[src/rtl/acs_unit_k3.sv]
// rtl/acs_unit_k3.sv - Add-compare-select stage for the rate-1/2, K=3 Viterbi decoder
//
// Each accepted symbol adds the branch metrics from the BMC stage to the stored
// path metrics, picks one survivor per next state and updates the metric
// registers. It also emits one decision word toward traceback.
//
// Optional feature: ACS_NORM_EN. When defined, all four metrics drop by half
// range once the smallest of them reaches 2^(PM_W-1). When undefined, metrics
// simply saturate and norm_pulse stays 0.
//
// Ports:
//   clk, rst_n   clock, synchronous active-low reset
//   bm_valid     branch metrics valid
//   bm_ready     stage can take branch metrics (!dec_valid | dec_ready)
//   bm_start     first symbol of a frame, qualified by bm_valid
//   bm_in        bm[ns][j] at [(ns*2+j)*BM_W +: BM_W]
//   dec_valid    decision word valid
//   dec_ready    traceback accepts the decision word
//   dec_bits     bit ns = chosen predecessor branch j of state ns
//   dec_last     decision word belongs to the last symbol of the frame
//   best_state   lowest-index state holding the minimum new metric
//   pm_out       path metrics, state s at [s*PM_W +: PM_W]
//   norm_pulse   normalization applied to this decision word
module acs_unit_k3 #(
    parameter int PM_W      = 8,
    parameter int BM_W      = 2,
    parameter int INIT_BIAS = 32,
    parameter int FRAME_LEN = 16
) (
    input  logic              clk,
    input  logic              rst_n,
    input  logic              bm_valid,
    output logic              bm_ready,
    input  logic              bm_start,
    input  logic [8*BM_W-1:0] bm_in,
    output logic              dec_valid,
    input  logic              dec_ready,
    output logic [3:0]        dec_bits,
    output logic              dec_last,
    output logic [1:0]        best_state,
    output logic [4*PM_W-1:0] pm_out,
    output logic              norm_pulse
);

    localparam int CNT_W = (FRAME_LEN > 1) ? $clog2(FRAME_LEN) : 1;
    localparam logic [PM_W-1:0]  PM_MAX   = {PM_W{1'b1}};
    localparam logic [PM_W-1:0]  PM_HALF  = {1'b1, {(PM_W-1){1'b0}}};
    localparam logic [PM_W-1:0]  PM_BIAS  = PM_W'(INIT_BIAS);
    localparam logic [CNT_W-1:0] CNT_LAST = CNT_W'(FRAME_LEN - 1);

    logic [PM_W-1:0]  pm_q   [4];
    logic [PM_W-1:0]  src_pm [4];
    logic [PM_W-1:0]  sel_pm [4];
    logic [PM_W-1:0]  new_pm [4];
    logic [PM_W:0]    cand0  [4];
    logic [PM_W:0]    cand1  [4];
    logic [3:0]       sel_bits;
    logic [PM_W-1:0]  min01, min23, min_pm;
    logic             pick1, pick3, pick_hi;
    logic [1:0]       best;
    logic             norm;
    logic [CNT_W-1:0] cnt_q, cur_cnt;
    logic             is_last;
    logic             accept;

    assign bm_ready = !dec_valid || dec_ready;
    assign accept   = bm_valid && bm_ready;

    // A frame start substitutes the init vector for the stored metrics
    assign src_pm[0] = bm_start ? '0      : pm_q[0];
    assign src_pm[1] = bm_start ? PM_BIAS : pm_q[1];
    assign src_pm[2] = bm_start ? PM_BIAS : pm_q[2];
    assign src_pm[3] = bm_start ? PM_BIAS : pm_q[3];

    for (genvar ns = 0; ns < 4; ns++) begin : g_state
        // Predecessors of next state ns are {ns[0], j}
        localparam int P0 = (ns % 2) * 2;
        localparam int P1 = P0 + 1;

        // One extra bit so the compare sees the true sum before saturation
        assign cand0[ns] = {1'b0, src_pm[P0]}
                         + {{(PM_W+1-BM_W){1'b0}}, bm_in[(ns*2)*BM_W +: BM_W]};
        assign cand1[ns] = {1'b0, src_pm[P1]}
                         + {{(PM_W+1-BM_W){1'b0}}, bm_in[(ns*2+1)*BM_W +: BM_W]};

        // Strict compare: a tie keeps branch 0
        assign sel_bits[ns] = cand1[ns] < cand0[ns];

        always_comb begin
            sel_pm[ns] = sel_bits[ns] ? cand1[ns][PM_W-1:0] : cand0[ns][PM_W-1:0];
            if (sel_bits[ns] ? cand1[ns][PM_W] : cand0[ns][PM_W])
                sel_pm[ns] = PM_MAX;
        end

        assign new_pm[ns] = norm ? (sel_pm[ns] - PM_HALF) : sel_pm[ns];
    end

    // Minimum search; strict compares give the lowest index on ties. The
    // normalization shift is uniform, so ordering on sel_pm equals new_pm.
    assign pick1   = sel_pm[1] < sel_pm[0];
    assign min01   = pick1 ? sel_pm[1] : sel_pm[0];
    assign pick3   = sel_pm[3] < sel_pm[2];
    assign min23   = pick3 ? sel_pm[3] : sel_pm[2];
    assign pick_hi = min23 < min01;
    assign min_pm  = pick_hi ? min23 : min01;
    assign best    = pick_hi ? {1'b1, pick3} : {1'b0, pick1};

`ifdef ACS_NORM_EN
    assign norm = min_pm >= PM_HALF;
`else
    assign norm = 1'b0;
`endif

    assign cur_cnt = bm_start ? '0 : cnt_q;
    assign is_last = cur_cnt == CNT_LAST;

    always_ff @(posedge clk) begin
        if (!rst_n) begin
            pm_q[0]    <= '0;
            pm_q[1]    <= PM_BIAS;
            pm_q[2]    <= PM_BIAS;
            pm_q[3]    <= PM_BIAS;
            dec_valid  <= 1'b0;
            dec_bits   <= '0;
            dec_last   <= 1'b0;
            best_state <= '0;
            norm_pulse <= 1'b0;
            cnt_q      <= '0;
        end else if (accept) begin
            pm_q[0]    <= new_pm[0];
            pm_q[1]    <= new_pm[1];
            pm_q[2]    <= new_pm[2];
            pm_q[3]    <= new_pm[3];
            dec_valid  <= 1'b1;
            dec_bits   <= sel_bits;
            dec_last   <= is_last;
            best_state <= best;
            norm_pulse <= norm;
            cnt_q      <= is_last ? '0 : cur_cnt + CNT_W'(1);
        end else if (dec_ready) begin
            dec_valid  <= 1'b0;
        end
    end

    assign pm_out = {pm_q[3], pm_q[2], pm_q[1], pm_q[0]};

endmodule

[config.mk]
export PLATFORM = sky130hd
export DESIGN_NAME = acs_unit_k3
export DESIGN_NICKNAME = d
export VERILOG_FILES = /design/src/rtl/acs_unit_k3.sv
export SDC_FILE = /design/constraint.sdc
export NUM_CORES = 1
export LEC_CHECK = 0
export BUFFER_PORTS_ARGS = -buffer_cell sky130_fd_sc_hd__buf_2
export CORE_MARGIN = 1.5
export CORE_UTILIZATION = 60
export CTS_CLUSTER_DIAMETER = 120
export DETAILED_ROUTE_END_ITERATION = 8
export GPL_TIMING_DRIVEN = 1
export PLACE_DENSITY_LB_ADDON = 0.08
export SLEW_MARGIN = 5
export SYNTH_ARGS = -nofsm -noshare
export SYNTH_HDL_FRONTEND = slang
export SYNTH_SLANG_ARGS = --single-unit
[constraint.sdc]
create_clock -name clk -period 7.3 [get_ports clk]
set_input_delay 0 -clock clk [delete_from_list [all_inputs] [get_ports clk]]
set_output_delay 0 -clock clk [all_outputs]
set_load 0.01 [all_outputs]
==> results_dict.tcl <==
set metrics [dict create \
    worst_clock_skew_ns 0.00333 \
    crit_fanout 10 \
    clockBufferDepth 2 \
    outcome "completed" \
    viasPerCell 6.17 \
    hold_viol_final 0 \
    root_buffer "clkbuf_8" \
    worst_pin_slew_ns 0.778 \
    synth-seq-cells 44 \
    core_area_mm2 0.00818 \
    synth_area_leaders "edfxtp_1 19%, ha_1 17%, nor2_1 5.5%" \
    endpoint_kind "register" \
    first_iter_violations 301 \
    critPathArrivalTime_ns 6.93 \
    fin_crit_sh_pct 92.4 \
    drc 0 \
    period_minus_slack_ns 6.75 \
    clock_latency_ns 0.30 \
    met2_usage_pct 52.7 \
    yosys.area.top_type "edfxtp_1" \
    setup_tns_ns 0 \
    fmax_mhz 148 \
    clk_pin_slew_ns 0.09 \
    setup_viol 0 \
    whs_path_depth 3 \
    cts.sinks 44 \
    gp_congestion 1.00 \
    yosys.area.top_type_share_pct 19.1 \
    criticalPathCategory "register to register" \
    async_flop_share_pct 0 \
    max-slew-margin-rel_pct 48.0 \
    crit_slowest_cell "edfxtp_1" \
    finalNonFillerCells 795 \
    slowest_delay_ns 0.46 \
    antenna_left 0 \
    die_h_um 94.5 \
    cts_max_level 2 \
    placementRows 33 \
    vias 4904 \
    avgSynthCellArea_um2 8.12 \
    synth_nets 709 \
    grt_pass1_wl_um 22400 \
    antenna_found_initial 0 \
    maxSlewViolCount 0 \
    ys_types 66 \
    worst_path_most_repeated_cell "ha_1" \
    first_global_vias 4540 \
    drt-pass1-iter-count 5 \
    synth_flop_cell "edfxtp_1" \
    reg2reg_depth 28 \
    portBuffers 61 \
    drive_gt1_share_pct 17.5 \
    grtUsageTotal_pct 32.6 \
    power_density_mw_per_mm2 273 \
    wire_per_inst_um 18.2 \
    grt-ovfl-total 0 \
    dieArea_mm2 0.00893 \
    peakVddDrop_mv 0.386 \
    dp.cells 781 \
    p_leak_nw 2.54 \
    cts_buffers 5 \
    rsz0062_at_grt "no" \
    synthTopCellsByCount "73 x nor2_1, 69 x ha_1, 57 x nand2_1" \
    grt_max_degree 33 \
    grtUsageMet3_pct 4.19 \
    syn_area_mm2 0.00502 \
    dp_hpwl_um 11500 \
    initial_core_util_pct 61.4 \
    area_growth_syn_to_layout_pct 14.0 \
    yosys_warnings 0 \
    yosysMostFrequentCell "nor2_1" \
    maxCapViolations 0 \
    antenna_cells 0 \
    layout.nets 779 \
    critPathLaunchType "register" \
    use_met1_pct 46.3 \
    fillers 716 \
    hold_path_class "input port to register" \
    routed_wl_um 14400 \
    die_w_um 94.5 \
    synth_edf_count 32 \
    boundaryPins 63 \
    synth_seq_area_share_pct 23.9 \
    grt-busiest-layer "met2" \
    cp.required_ns 7.48 \
    netlist_instances 619 \
    cts_tree "built" \
]
[routing by layer]
layer | share of wire, % | vias to the layer above
met5 | 0 | -
met3 | 5.9 | 37
met2 | 45 | 213
met4 | 1.6 | 0
met1 | 47 | 2283
li1 | - | 2371
[metrics by stage]
stage / utilization (%) / cell area [um2] / setup WS (ns) / hold WS (ns) / total power, mW
global route: 70.1 / 5730 / 0.0169 / 0.0257 / 1.70
floorplan: - / 5020 / 0.676 / 0.139 / 1.06
finish: 70.1 / 5730 / 0.552 / 0.00627 / 1.56
global placement: 67.1 / 5480 / 0.439 / 0.261 / 1.29
detailed placement: 67.1 / 5480 / 0.263 / 0.276 / 1.31
CTS: 68.6 / 5610 / 0.275 / 0.0158 / 1.50
[final timing paths]
path,slack (ns),startpoint,to
worst min-delay path,0.006,rst_n,best_state[0]$_SDFFE_PN0P_
worst max register to register,0.55,pm_q[0][8]$_SDFFCE_PN0P_,best_state[0]$_SDFFE_PN0P_
worst min register to register,0.47,dec_bits[3]$_SDFFE_PN0P_,dec_bits[3]$_SDFFE_PN0P_
worst max-delay path,0.55,pm_q[0][8]$_SDFFCE_PN0P_,best_state[0]$_SDFFE_PN0P_
[sequential cells by signal, indices dropped and copies added, names as in the netlist]
name and count:
dec_last 1, pm_q 32, cnt_q 4, best_state 2, dec_bits 4, dec_valid 1
[area by class of cell]
class	count	area, um2	share of cell area [%]
clock buffers	6	72.6	1.27
repair buffers	81	460	8.04
inverters	40	150	2.62
well taps	105	131	2.29
flip-flops and latches	44	1200	21.0
multi-input cells	517	3680	64.2
clock inverters	2	35.0	0.611
[worst max-delay path: cells and delay by family (launching register included)]
kind / cells / cell delay (ns)
AOI/OAI and AO/OA: 10 / 2.22
and+or+nand+nor: 10 / 1.60
adders and majority gates: 5 / 1.58
muxes: 2 / 0.52
DFF: 1 / 0.46
buffers and inverters: 1 / 0.22
[cells in the final DEF (no fill, tap or decap), types with 4 or more instances in the layout]
master and count:
o22ai_2 6, a31o_2 4, o22ai_1 11, inv_1 40, mux2i_1 13, clkbuf_8 5, a211oi_1 4, buf_2 61
nand3_1 17, xor2_1 26, a21o_1 5, edfxtp_1 32, o211ai_1 5, buf_4 18, nor3_1 14, nor2_1 73
and2_1 9, dfxtp_1 12, o21ai_0 26, o2bb2ai_1 4, nand2_1 57, a21oi_1 41, and3_1 8, nand4_1 8
maj3_1 4, nor2b_1 13, mux2_1 6, nand2b_1 10, a22o_1 4, xnor2_1 16, ha_1 69, or3_1 6
[repair_timing]
action                                  in CTS  in global routing
endpoints found under the hold margin        1                  0
endpoints found under the setup margin       0                  2
hold buffers                                 2                  0
buffers inserted                             0                  4
resized for setup                            0                 20
[logic make-up after synthesis]
| kind of cell | share of synthesized area (%) |
|---|---|
| mux | 4.61 |
| other cells | 0.0746 |
| buf+inv | 4.61 |
| flops | 23.9 |
| compound gates | 18.6 |
| fa+ha+maj | 18.0 |
| simple gates | 22.7 |
| xor+xnor | 7.50 |
[where the power goes]
part           switching, mW  internal (mW)
clock network         0.0892          0.102
registers             0.0377          0.302
logic                  0.588          0.446
total                  0.715          0.850
Power figures use the tool's default switching activity.
